**src/rtl/pll_drp_sequencer.sv**
```systemverilog
// -----------------------------------------------------------------------------
// pll_drp_sequencer
//
// Runtime reconfiguration controller for a PLLE2_ADV over its DRP port.
// On start_i the PLL is held in reset, and a caller-supplied table of
// read-modify-write entries is applied one entry at a time. Reset is then
// released and the controller waits for LOCKED. Every wait has a timeout.
//
// Ports
//   clk_i         : clock, also the DRP DCLK (must not be a PLL output)
//   rst_i         : synchronous active-high reset
//   start_i       : request a reconfiguration (sampled only when idle)
//   busy_o        : sequence in progress
//   done_o        : one-cycle pulse at the end of a sequence (ok or error)
//   err_o         : status of the last sequence, 00 ok / 01 DRDY tmo / 10 lock tmo
//   tbl_idx_o     : current table index
//   tbl_addr_i    : DRP address of entry tbl_idx_o (combinational lookup)
//   tbl_mask_i    : bits to replace, 1 = take from tbl_data_i
//   tbl_data_i    : replacement bit values
//   tbl_last_i    : entry tbl_idx_o is the final one
//   drp_addr_o    : PLL DADDR
//   drp_en_o      : PLL DEN
//   drp_we_o      : PLL DWE
//   drp_di_o      : PLL DI
//   drp_do_i      : PLL DO
//   drp_rdy_i     : PLL DRDY
//   pll_rst_o     : PLL RST
//   pll_locked_i  : PLL LOCKED (asynchronous, synchronised internally)
// -----------------------------------------------------------------------------
module pll_drp_sequencer #(
   parameter int MAX_ENT  = 16,
   parameter int RST_HOLD = 4,
   parameter int DRDY_TMO = 64,
   parameter int LOCK_TMO = 65535,
   localparam int IDX_W   = (MAX_ENT > 1) ? $clog2(MAX_ENT) : 1
) (
   input  logic             clk_i,
   input  logic             rst_i,
   input  logic             start_i,
   output logic             busy_o,
   output logic             done_o,
   output logic [1:0]       err_o,
   output logic [IDX_W-1:0] tbl_idx_o,
   input  logic [6:0]       tbl_addr_i,
   input  logic [15:0]      tbl_mask_i,
   input  logic [15:0]      tbl_data_i,
   input  logic             tbl_last_i,
   output logic [6:0]       drp_addr_o,
   output logic             drp_en_o,
   output logic             drp_we_o,
   output logic [15:0]      drp_di_o,
   input  logic [15:0]      drp_do_i,
   input  logic             drp_rdy_i,
   output logic             pll_rst_o,
   input  logic             pll_locked_i
);

   // ---------------------------------------------------------------------------
   // Constants
   // ---------------------------------------------------------------------------
   // One shared counter serves the reset hold and all timeouts, so it is
   // sized for the largest of them.
   localparam int TMO_A   = (LOCK_TMO > DRDY_TMO) ? LOCK_TMO : DRDY_TMO;
   localparam int TMO_MAX = (TMO_A > RST_HOLD) ? TMO_A : RST_HOLD;
   localparam int CNT_W   = $clog2(TMO_MAX + 1);

   // The counter is cleared in the request/release cycle and reads k-1 in the
   // k-th cycle after it, so a wait expires when it reads TMO-1.
   localparam logic [CNT_W-1:0] HOLD_END = CNT_W'(RST_HOLD);
   localparam logic [CNT_W-1:0] DRDY_END = CNT_W'(DRDY_TMO - 1);
   localparam logic [CNT_W-1:0] LOCK_END = CNT_W'(LOCK_TMO - 1);
   localparam logic [IDX_W-1:0] IDX_END  = IDX_W'(MAX_ENT - 1);

   localparam logic [1:0] ERR_OK   = 2'b00;
   localparam logic [1:0] ERR_DRDY = 2'b01;
   localparam logic [1:0] ERR_LOCK = 2'b10;

   localparam logic [3:0] S_IDLE      = 4'd0;
   localparam logic [3:0] S_HOLD      = 4'd1;
   localparam logic [3:0] S_RD_REQ    = 4'd2;
   localparam logic [3:0] S_RD_WAIT   = 4'd3;
   localparam logic [3:0] S_WR_REQ    = 4'd4;
   localparam logic [3:0] S_WR_WAIT   = 4'd5;
   localparam logic [3:0] S_NEXT      = 4'd6;
   localparam logic [3:0] S_RELEASE   = 4'd7;
   localparam logic [3:0] S_LOCK_WAIT = 4'd8;
   localparam logic [3:0] S_FINISH    = 4'd9;

   // ---------------------------------------------------------------------------
   // State
   // ---------------------------------------------------------------------------
   // Control state (reset)
   logic [3:0]       state_q,   state_d;
   logic [IDX_W-1:0] idx_q,     idx_d;
   logic [CNT_W-1:0] cnt_q,     cnt_d;
   logic [1:0]       err_q,     err_d;
   logic             pll_rst_q, pll_rst_d;
   logic             last_q,    last_d;
   logic             lock_s1_q, lock_s1_d;
   logic             lock_s2_q, lock_s2_d;

   // Entry data (not reset; only ever observed after being loaded)
   logic [6:0]       addr_q,    addr_d;
   logic [15:0]      mask_q,    mask_d;
   logic [15:0]      data_q,    data_d;
   logic [15:0]      rd_q,      rd_d;

   logic [15:0]      merged;

   // Read-modify-write merge of the captured DO with the entry data.
   function automatic logic [15:0] rmw_merge(input logic [15:0] rd,
                                             input logic [15:0] mask,
                                             input logic [15:0] data);
      rmw_merge = (rd & ~mask) | (data & mask);
   endfunction

   assign merged = rmw_merge(rd_q, mask_q, data_q);

   // ---------------------------------------------------------------------------
   // Next-state logic
   // ---------------------------------------------------------------------------
   always_comb begin
      state_d   = state_q;
      idx_d     = idx_q;
      cnt_d     = cnt_q + CNT_W'(1);
      err_d     = err_q;
      pll_rst_d = pll_rst_q;
      last_d    = last_q;
      addr_d    = addr_q;
      mask_d    = mask_q;
      data_d    = data_q;
      rd_d      = rd_q;
      lock_s1_d = pll_locked_i;
      lock_s2_d = lock_s1_q;

      case (state_q)
         S_IDLE: begin
            cnt_d = '0;
            if (start_i) begin
               idx_d     = '0;
               err_d     = ERR_OK;
               pll_rst_d = 1'b1;
               state_d   = S_HOLD;
            end
         end

         S_HOLD: begin
            if (cnt_q == HOLD_END) begin
               state_d = S_RD_REQ;
            end
         end

         S_RD_REQ: begin
            // The table lookup is combinational on idx, so the entry is
            // captured here and used for the rest of this entry.
            addr_d  = tbl_addr_i;
            mask_d  = tbl_mask_i;
            data_d  = tbl_data_i;
            last_d  = tbl_last_i;
            cnt_d   = '0;
            state_d = S_RD_WAIT;
         end

         S_RD_WAIT: begin
            // DRDY wins over a timeout expiring in the same cycle.
            if (drp_rdy_i) begin
               rd_d    = drp_do_i;
               state_d = S_WR_REQ;
            end else if (cnt_q == DRDY_END) begin
               err_d   = ERR_DRDY;
               state_d = S_RELEASE;
            end
         end

         S_WR_REQ: begin
            cnt_d   = '0;
            state_d = S_WR_WAIT;
         end

         S_WR_WAIT: begin
            if (drp_rdy_i) begin
               state_d = S_NEXT;
            end else if (cnt_q == DRDY_END) begin
               err_d   = ERR_DRDY;
               state_d = S_RELEASE;
            end
         end

         S_NEXT: begin
            if (last_q || (idx_q == IDX_END)) begin
               state_d = S_RELEASE;
            end else begin
               idx_d   = idx_q + IDX_W'(1);
               state_d = S_RD_REQ;
            end
         end

         S_RELEASE: begin
            pll_rst_d = 1'b0;
            cnt_d     = '0;
            // After a DRP failure the PLL configuration is suspect, so lock
            // is not waited for.
            state_d   = (err_q != ERR_OK) ? S_FINISH : S_LOCK_WAIT;
         end

         S_LOCK_WAIT: begin
            if (lock_s2_q) begin
               state_d = S_FINISH;
            end else if (cnt_q == LOCK_END) begin
               err_d   = ERR_LOCK;
               state_d = S_FINISH;
            end
         end

         S_FINISH: begin
            cnt_d   = '0;
            state_d = S_IDLE;
         end

         default: begin
            cnt_d     = '0;
            pll_rst_d = 1'b0;
            state_d   = S_IDLE;
         end
      endcase
   end

   // ---------------------------------------------------------------------------
   // Registers
   // ---------------------------------------------------------------------------
   always_ff @(posedge clk_i) begin
      if (rst_i) begin
         state_q   <= S_IDLE;
         idx_q     <= '0;
         cnt_q     <= '0;
         err_q     <= ERR_OK;
         pll_rst_q <= 1'b0;
         last_q    <= 1'b0;
         lock_s1_q <= 1'b0;
         lock_s2_q <= 1'b0;
      end else begin
         state_q   <= state_d;
         idx_q     <= idx_d;
         cnt_q     <= cnt_d;
         err_q     <= err_d;
         pll_rst_q <= pll_rst_d;
         last_q    <= last_d;
         lock_s1_q <= lock_s1_d;
         lock_s2_q <= lock_s2_d;
      end
   end

   always_ff @(posedge clk_i) begin
      addr_q <= addr_d;
      mask_q <= mask_d;
      data_q <= data_d;
      rd_q   <= rd_d;
   end

   // ---------------------------------------------------------------------------
   // Outputs
   // ---------------------------------------------------------------------------
   // DRP outputs are decoded from the state so they are zero outside the two
   // request cycles, independent of the unreset entry registers.
   always_comb begin
      busy_o     = (state_q != S_IDLE);
      done_o     = (state_q == S_FINISH);
      drp_en_o   = (state_q == S_RD_REQ) || (state_q == S_WR_REQ);
      drp_we_o   = (state_q == S_WR_REQ);
      drp_addr_o = '0;
      drp_di_o   = '0;
      if (state_q == S_RD_REQ) begin
         drp_addr_o = tbl_addr_i;
      end else if (state_q == S_WR_REQ) begin
         drp_addr_o = addr_q;
         drp_di_o   = merged;
      end
   end

   assign err_o     = err_q;
   assign tbl_idx_o = idx_q;
   assign pll_rst_o = pll_rst_q;

endmodule

```
**config.mk**
```make
export PLATFORM = sky130hd
export DESIGN_NAME = pll_drp_sequencer
export DESIGN_NICKNAME = d
export VERILOG_FILES = /design/src/rtl/pll_drp_sequencer.sv
export SDC_FILE = /design/constraint.sdc
export NUM_CORES = 1
export LEC_CHECK = 0
export ABC_AREA = 1
export BUFFER_PORTS_ARGS = -buffer_cell sky130_fd_sc_hd__buf_2
export CAP_MARGIN = 15
export CORE_UTILIZATION = 35
export DETAILED_ROUTE_END_ITERATION = 8
export GPL_TIMING_DRIVEN = 0
export PLACE_DENSITY = 0.54
export SLEW_MARGIN = 20
export SYNTH_ARGS = -nofsm -noshare
export SYNTH_HDL_FRONTEND = slang
export SYNTH_SLANG_ARGS = --single-unit
```
**constraint.sdc**
```tcl
create_clock -name clk_i -period 3.3 [get_ports clk_i]
set_input_delay 0.165 -clock clk_i [delete_from_list [all_inputs] [get_ports clk_i]]
set_output_delay 0.165 -clock clk_i [all_outputs]
set_load 0.005 [all_outputs]
```
==> key figures, run 1 <==
Run status
  • Status: completed

Route
  • # DRC: 0
  • Remaining antenna violation count after routing: 0
  • Via Count: 2956
  • First-pass DRT Iterations: 4
  • Vias/cell: 4.45
  • Initial DRC Count: between 100 and 150
  • WL per Instance: 12.6 µm
  • DRT Wirelength: 8.35 mm

STA
  • Fin crit share: between 60 and 70%
  • RSZ-0062 raised after global routing: false
  • Setup Viol. Count Final: 0
  • Final setup TNS: 0 ns
  • Crit path time final: ~2.1 ns
  • Final Hold Fails: 0
  • Slew @ Worst Pin: 0.539 ns
  • FMAX: 483 MHz
  • Layout Skew: about 0.015 ns
  • Setup ws final: roughly 1.2 ns
  • Slew Viols, Final: 0
  • Slew HR: 64.0%

Synthesis
  • Synthesized cell area: 3700 µm²
  • Area contributors post-synth: edfxtp_1, dfxtp_1, nand2_1
  • Syn. warnings: 0
  • Post-Syn Instances: 362
  • Yosys top cell area share: 44.7%
  • Count of cell types in the netlist: 33
  • Flip-flop and latch count after synthesis: between 80 and 90
  • Avg Cell Area, Syn: between 10 and 15 µm²
  • Register area share after synthesis: 60.9%
  • Area leader, netlist: edfxtp_1
  • Mapped Nets: 427

Placement
  • Final HPWL DP: 5.70 mm
  • Pre-CTS setup slack: 1.61 ns
  • PortBufs: 93
  • Post-DP Area: 4370 µm²
  • GP Congestion: 0.895

Power and ir drop
  • Leak pwr: 2.19 nW
  • Pwr/cell area: about 530 nW/µm²
  • Total power: 2.71 mW
  • Max IR drop VDD: 0.365 mV

Global route
  • Number of global-route vias before repair: 2971
  • Maximum number of pins on one net before global-route repair: 45
  • Initial antenna violation count: 0
  • Remaining Overflow, GRT: 0
  • First-pass GRT wire length: ~14 mm
  • Total track usage: ~16%

Floorplanning
  • Initial Util: a little over a third
  • Row cnt: 37
  • Core ar.: 10300 µm²
  • Die W: between 100 and 150 µm
  • Die area: 11000 µm²
  • Die height: 105 µm
  • I/O pins: 95

Clocking
  • CTS Buffer Depth: 2
  • Number of buffers created by CTS: 9
  • CTS tree: yes
  • Root Driver: clkbuf_8
  • Clock Pin Slew Worst Setup and Hold Paths: 0.09 ns
  • Setup repair bufs after CTS: 0
  • Sink Count: 85
  • H-tree Lvls: 3
  • Worst skew pair latency: 0.35 ns

Setup path
  • CP required: between 3 and 4 ns
  • Critical path endpoint category: primary output
  • Crit path DAT: 1.91 ns
  • WS Path Type: reg -> out
  • Worst setup SP type: register
  • Critical path peak fanout: 44

Cells and area
  • Antenna Cells: 0
  • Area Growth Syn to Fin: 38.2%
  • Final nets: 589
  • Fin util: 49.7%
  • Final Cell Area: 5110 µm²
  • Share of cells above drive strength 1: 27.2%

Min path
  • Worst Hold Class: in -> reg

Flow run
  • # Max-Cap Violations: 0
[sequential cells by signal, summed over array words and instances (netlist names), 2 cells and up]
signal / count
mask_q: 16
addr_q: 7
cnt_q: 16
data_q: 16
state_q: 4
tbl_idx_o: 4
rd_q: 16
err_o: 2
[Yosys cell counts]
| cell type | count |
|---|---|
| nand2_2 | 6 |
| nand2_1 | 65 |
| mux2i_1 | 16 |
| nor3_1 | 6 |
| o21ai_0 | 3 |
| o21bai_1 | 1 |
| a21oi_1 | 6 |
| clkbuf_1 | 2 |
| nor2b_1 | 1 |
| a31oi_1 | 1 |
| inv_1 | 34 |
| o211a_1 | 1 |
| buf_6 | 1 |
| or2_2 | 1 |
| nand3_2 | 1 |
| a21oi_2 | 4 |
| nand3_1 | 25 |
| ha_1 | 4 |
| nor3b_1 | 1 |
| nor2_2 | 10 |
| clkinv_4 | 1 |
| nand2_4 | 1 |
| o21ai_2 | 1 |
| inv_2 | 3 |
| a22o_1 | 7 |
| dfxtp_1 | 30 |
| xor2_1 | 7 |
| xnor2_1 | 3 |
| nor2_4 | 2 |
| nor3_2 | 1 |
| clkinv_1 | 2 |
| nor2_1 | 60 |
| edfxtp_1 | 55 |
[path summary, 6_finish.rpt]
check,startpoint,endpoint,slack [ns],depth (start not counted)
worst min-delay path,tbl_last_i,last_q,0.10,3
worst min register to register,lock_s1_q,lock_s2_q,0.41,2
worst max-delay path,state_q[1],drp_addr_o[2],1.23,7
worst max register to register,state_q[1],rd_q[0],1.68,5
[per-stage QoR]
step                instances  hold WS [ns]
finish                    665         0.103
global route              665         0.112
CTS                       665        0.0790
detailed placement        593         0.343
global placement          591         0.342
floorplan                 362         0.264
[worst max-delay path, cell delays in order, from the launching register on]
cell and delay [ns]:
dfxtp_1 0.46, inv_2 0.08, nor2_1 0.18, nand2_1 0.15, clkinv_2 0.13, buf_12 0.25, a22o_1 0.19, buf_2 0.12
[repair_timing]
action,CTS,global route
hold buffers,56,0
resized for setup,0,0
hold endpoints to repair,56,0
[kinds of logic (layout without fill, tap and decap cells)]
family                   count (synthesis)  in the layout  share of synthesized area, %
flip-flops                              85             85                          60.9
AO/OA/AOI/OAI                           24             24                          4.71
buffers and inverters                   43            210                          4.71
AND/OR/NAND/NOR                        180            180                          21.6
multiplexers                            16             16                          4.33
adder cells (fa/ha/maj)                  4              4                          1.35
XOR/XNOR                                10             10                          2.37
[layout by cell type (no fill, tap or decap), drive strengths merged, types with 10 or more instances in the layout]
cell type	Yosys	routed
nor2	72	72
inv	37	41
clkbuf	2	11
edfxtp	55	55
mux2i	16	16
dlygate4sd3	0	56
buf	1	96
dfxtp	30	30
a21oi	10	10
nand2	72	72
nand3	26	26
[routing by layer]
| metal | wire, µm | vias to the layer above | GRT usage (%) |
|---|---|---|---|
| met5 | 0 | - | 0 |
| met4 | 57 | 0 | 5.13 |
| met3 | 467 | 6 | 4.30 |
| met2 | 3900 | 87 | 27.1 |
| met1 | 3920 | 1342 | 20.3 |
| li1 | - | 1521 | - |
[layout make-up]
cell class | count | area (µm²)
clock buffers | 9 | 124
well taps | 136 | 170
repair buffers | 151 | 1060
inverters | 40 | 156
plain buffers | 3 | 18.8
fillers | 968 | 5170
multi-input cells | 234 | 1270
flip-flops and latches | 85 | 2250
clock inverters | 7 | 56.3
[where the power goes]
part           internal [mW]  switching, mW
registers               1.27         0.0641
logic                  0.295          0.392
clock network          0.284          0.402
(Power assumes the default switching activity.)
==> run 2: changes to the inputs <==
PLACE_DENSITY = 0.56   (was 0.54)
clock period = 1.83 ns   (was 3.3 ns; I/O delays follow)
==> run 2 against run 1 <==
Compared with the run above:
- register-to-register slack lost 1.5 ns
- count of clock-buffer cells in the layout is the same
- critical path depth shrank 2
- critical endpoint is now drp_addr_o[0]
==> key figures, run 2 (synthesis results as in run 1) <==
Cells and area
  • # fillers: 972
  • Commonest non-fill, non-tap cell in the layout: buf_2
  • Final nets: 589
  • Storage cell area: 2260 µm²
  • Share of cells above drive strength 1: 28.6%
  • Area Growth Syn to Fin: 38.7%
  • Antenna Cells: 0
  • Commonest cells after routing, fill and taps aside: buf_2, nand2_1, nor2_1, dlygate4sd3_1, edfxtp_1
  • Area of the multi-input gates: approximately 1300 µm²

Clocking
  • Number of buffers created by CTS: 9
  • Clock Pin Slew Worst Setup and Hold Paths: 0.09 ns
  • Sink Count: 85
  • CTS tree: yes
  • Setup repair bufs after CTS: 0
  • Root Driver: clkbuf_8
  • Worst skew pair latency: 0.35 ns
  • H-tree Lvls: 3
  • CTS Buffer Depth: 2

Power and ir drop
  • Pwr/cell area: between 900 and 1000 nW/µm²
  • Max IR drop VDD: roughly 0.44 mV
  • Total power: about 4.8 mW
  • Leak pwr: about 2.2 nW

Global route
  • Remaining Overflow, GRT: 0
  • Initial antenna violation count: 0
  • First-pass GRT wire length: roughly 14 mm
  • Number of global-route vias before repair: 2993
  • Total track usage: 16.3%
  • Maximum number of pins on one net before global-route repair: 25

STA
  • RSZ-0062 raised after global routing: false
  • Slew HR: 62.5%
  • Hold_ws: about 0.045 ns
  • Slew @ Worst Pin: roughly 0.56 ns
  • Slew Viols, Final: 0
  • Layout Skew: roughly 0.010 ns
  • Final Hold Fails: 0
  • Crit path time final: 1.67 ns
  • Setup Viol. Count Final: 0
  • FMAX: 599 MHz
  • Fin crit share: 91.2%

Route
  • WL per Instance: 12.7 µm
  • Remaining antenna violation count after routing: 0
  • DRT Wirelength: 8.40 mm
  • Vias/cell: 4.42
  • Initial DRC Count: 159
  • First-pass DRT Iterations: 4
  • Via Count: 2935
  • # DRC: 0

Placement
  • GP Congestion: 0.853
  • PortBufs: 93
  • Final HPWL DP: between 5 and 6 mm

Setup path
  • CP required: 1.74 ns
  • WS Path Type: reg -> out
  • RR Startpoint: cnt_q[1]
  • Reg2Reg Depth: 6
  • Delay-heaviest family, CP: flip-flops
  • Worst setup SP type: register
  • Critical path peak fanout: 24
  • Biggest cell delay along the critical path: approximately 0.44 ns
  • CP Cell Sequence: nor2_2 -> nand2_4 -> clkinv_8 -> a22o_1 -> buf_2
  • Crit path DAT: 1.58 ns
  • Setup slack, reg-to-reg: 0.19 ns
  • Crit. Startpoint: state_q[3]
  • Slowest stage cell, crit path: dfxtp_1
  • RR Endpoint: cnt_q[14]
  • Critical path endpoint category: primary output
  • Crit path buf inv count: 2

Run status
  • Status: completed

Floorplanning
  • I/O pins: 95
  • Die height: approximately 100 µm
  • Row cnt: 37
  • Core ar.: 10300 µm²
  • Die W: 105 µm
  • Initial Util: 36.0%
  • Die area: 11000 µm²

Min path
  • Worst hold start: tbl_last_i
  • Worst Hold Class: in -> reg
  • Worst Hold Path EP: last_q
  • WHS Path Cells: 3

Flow run
  • # Max-Cap Violations: 0
==> run 2: where the power goes <==
group | switching, mW | internal, mW
Sequential | 0.125 | 2.30
Combinational | 0.721 | 0.524
Clock | 0.679 | 0.494
Total | 1.52 | 3.32
==> run 2: per-layer routing <==
metal	GRT usage (%)	part of all wire (%)	up-vias
met5	0	0	-
met4	5.23	1.2	0
met3	4.24	5.0	8
met2	27.1	47	77
met1	20.7	47	1323
li1	-	-	1527
==> run 2: tightest hold or removal path: stages <==
cell and delay [ns]:
buf_2 0.08, o21ai_0 0.07, a21oi_1 0.12
==> run 2: area by class of cell <==
cell class | count | share of cell area, %
tap | 136 | 3.32
clock inverter | 6 | 0.952
timing repair buffer | 150 | 20.3
buffer | 3 | 0.439
clock buffer | 9 | 2.42
sequential | 85 | 44.0
timing repair inverter | 1 | 0.171
inverter | 40 | 3.29
multi-input combinational | 234 | 25.1
==> run 2: worst max path at each step <==
stage	end	slack, ns	cells past startpoint
6_report	drp_addr_o[0]	0.16	5
4_1_cts	drp_di_o[13]	0.009	6
3_5_place_dp	state_q[1]	-0.19	7
2_1_floorplan	rd_q[0]	0.09	4
5_1_grt	cnt_q[14]	0.01	6
3_3_place_gp	rd_q[7]	-0.52	4
==> run 2: what timing repair did <==
action,CTS,global route
resized for setup,7,5
gates cloned,1,0
endpoints found under the setup margin,57,17
hold buffers,56,0
endpoints found under the hold margin,56,0
==> run 2: through the flow <==
stage	setup slack, ns	util, %	cells	instance area, µm²	TNS [ns]
after floorplan	0.0942	-	362	3700	0
after global placement	-0.519	42.2	591	4330	-9.30
after detailed placement	-0.193	42.3	592	4350	-1.45
after CTS	0.00886	49.7	664	5110	0
after global routing	0.0123	49.9	664	5130	0
final	0.161	49.9	664	5130	0
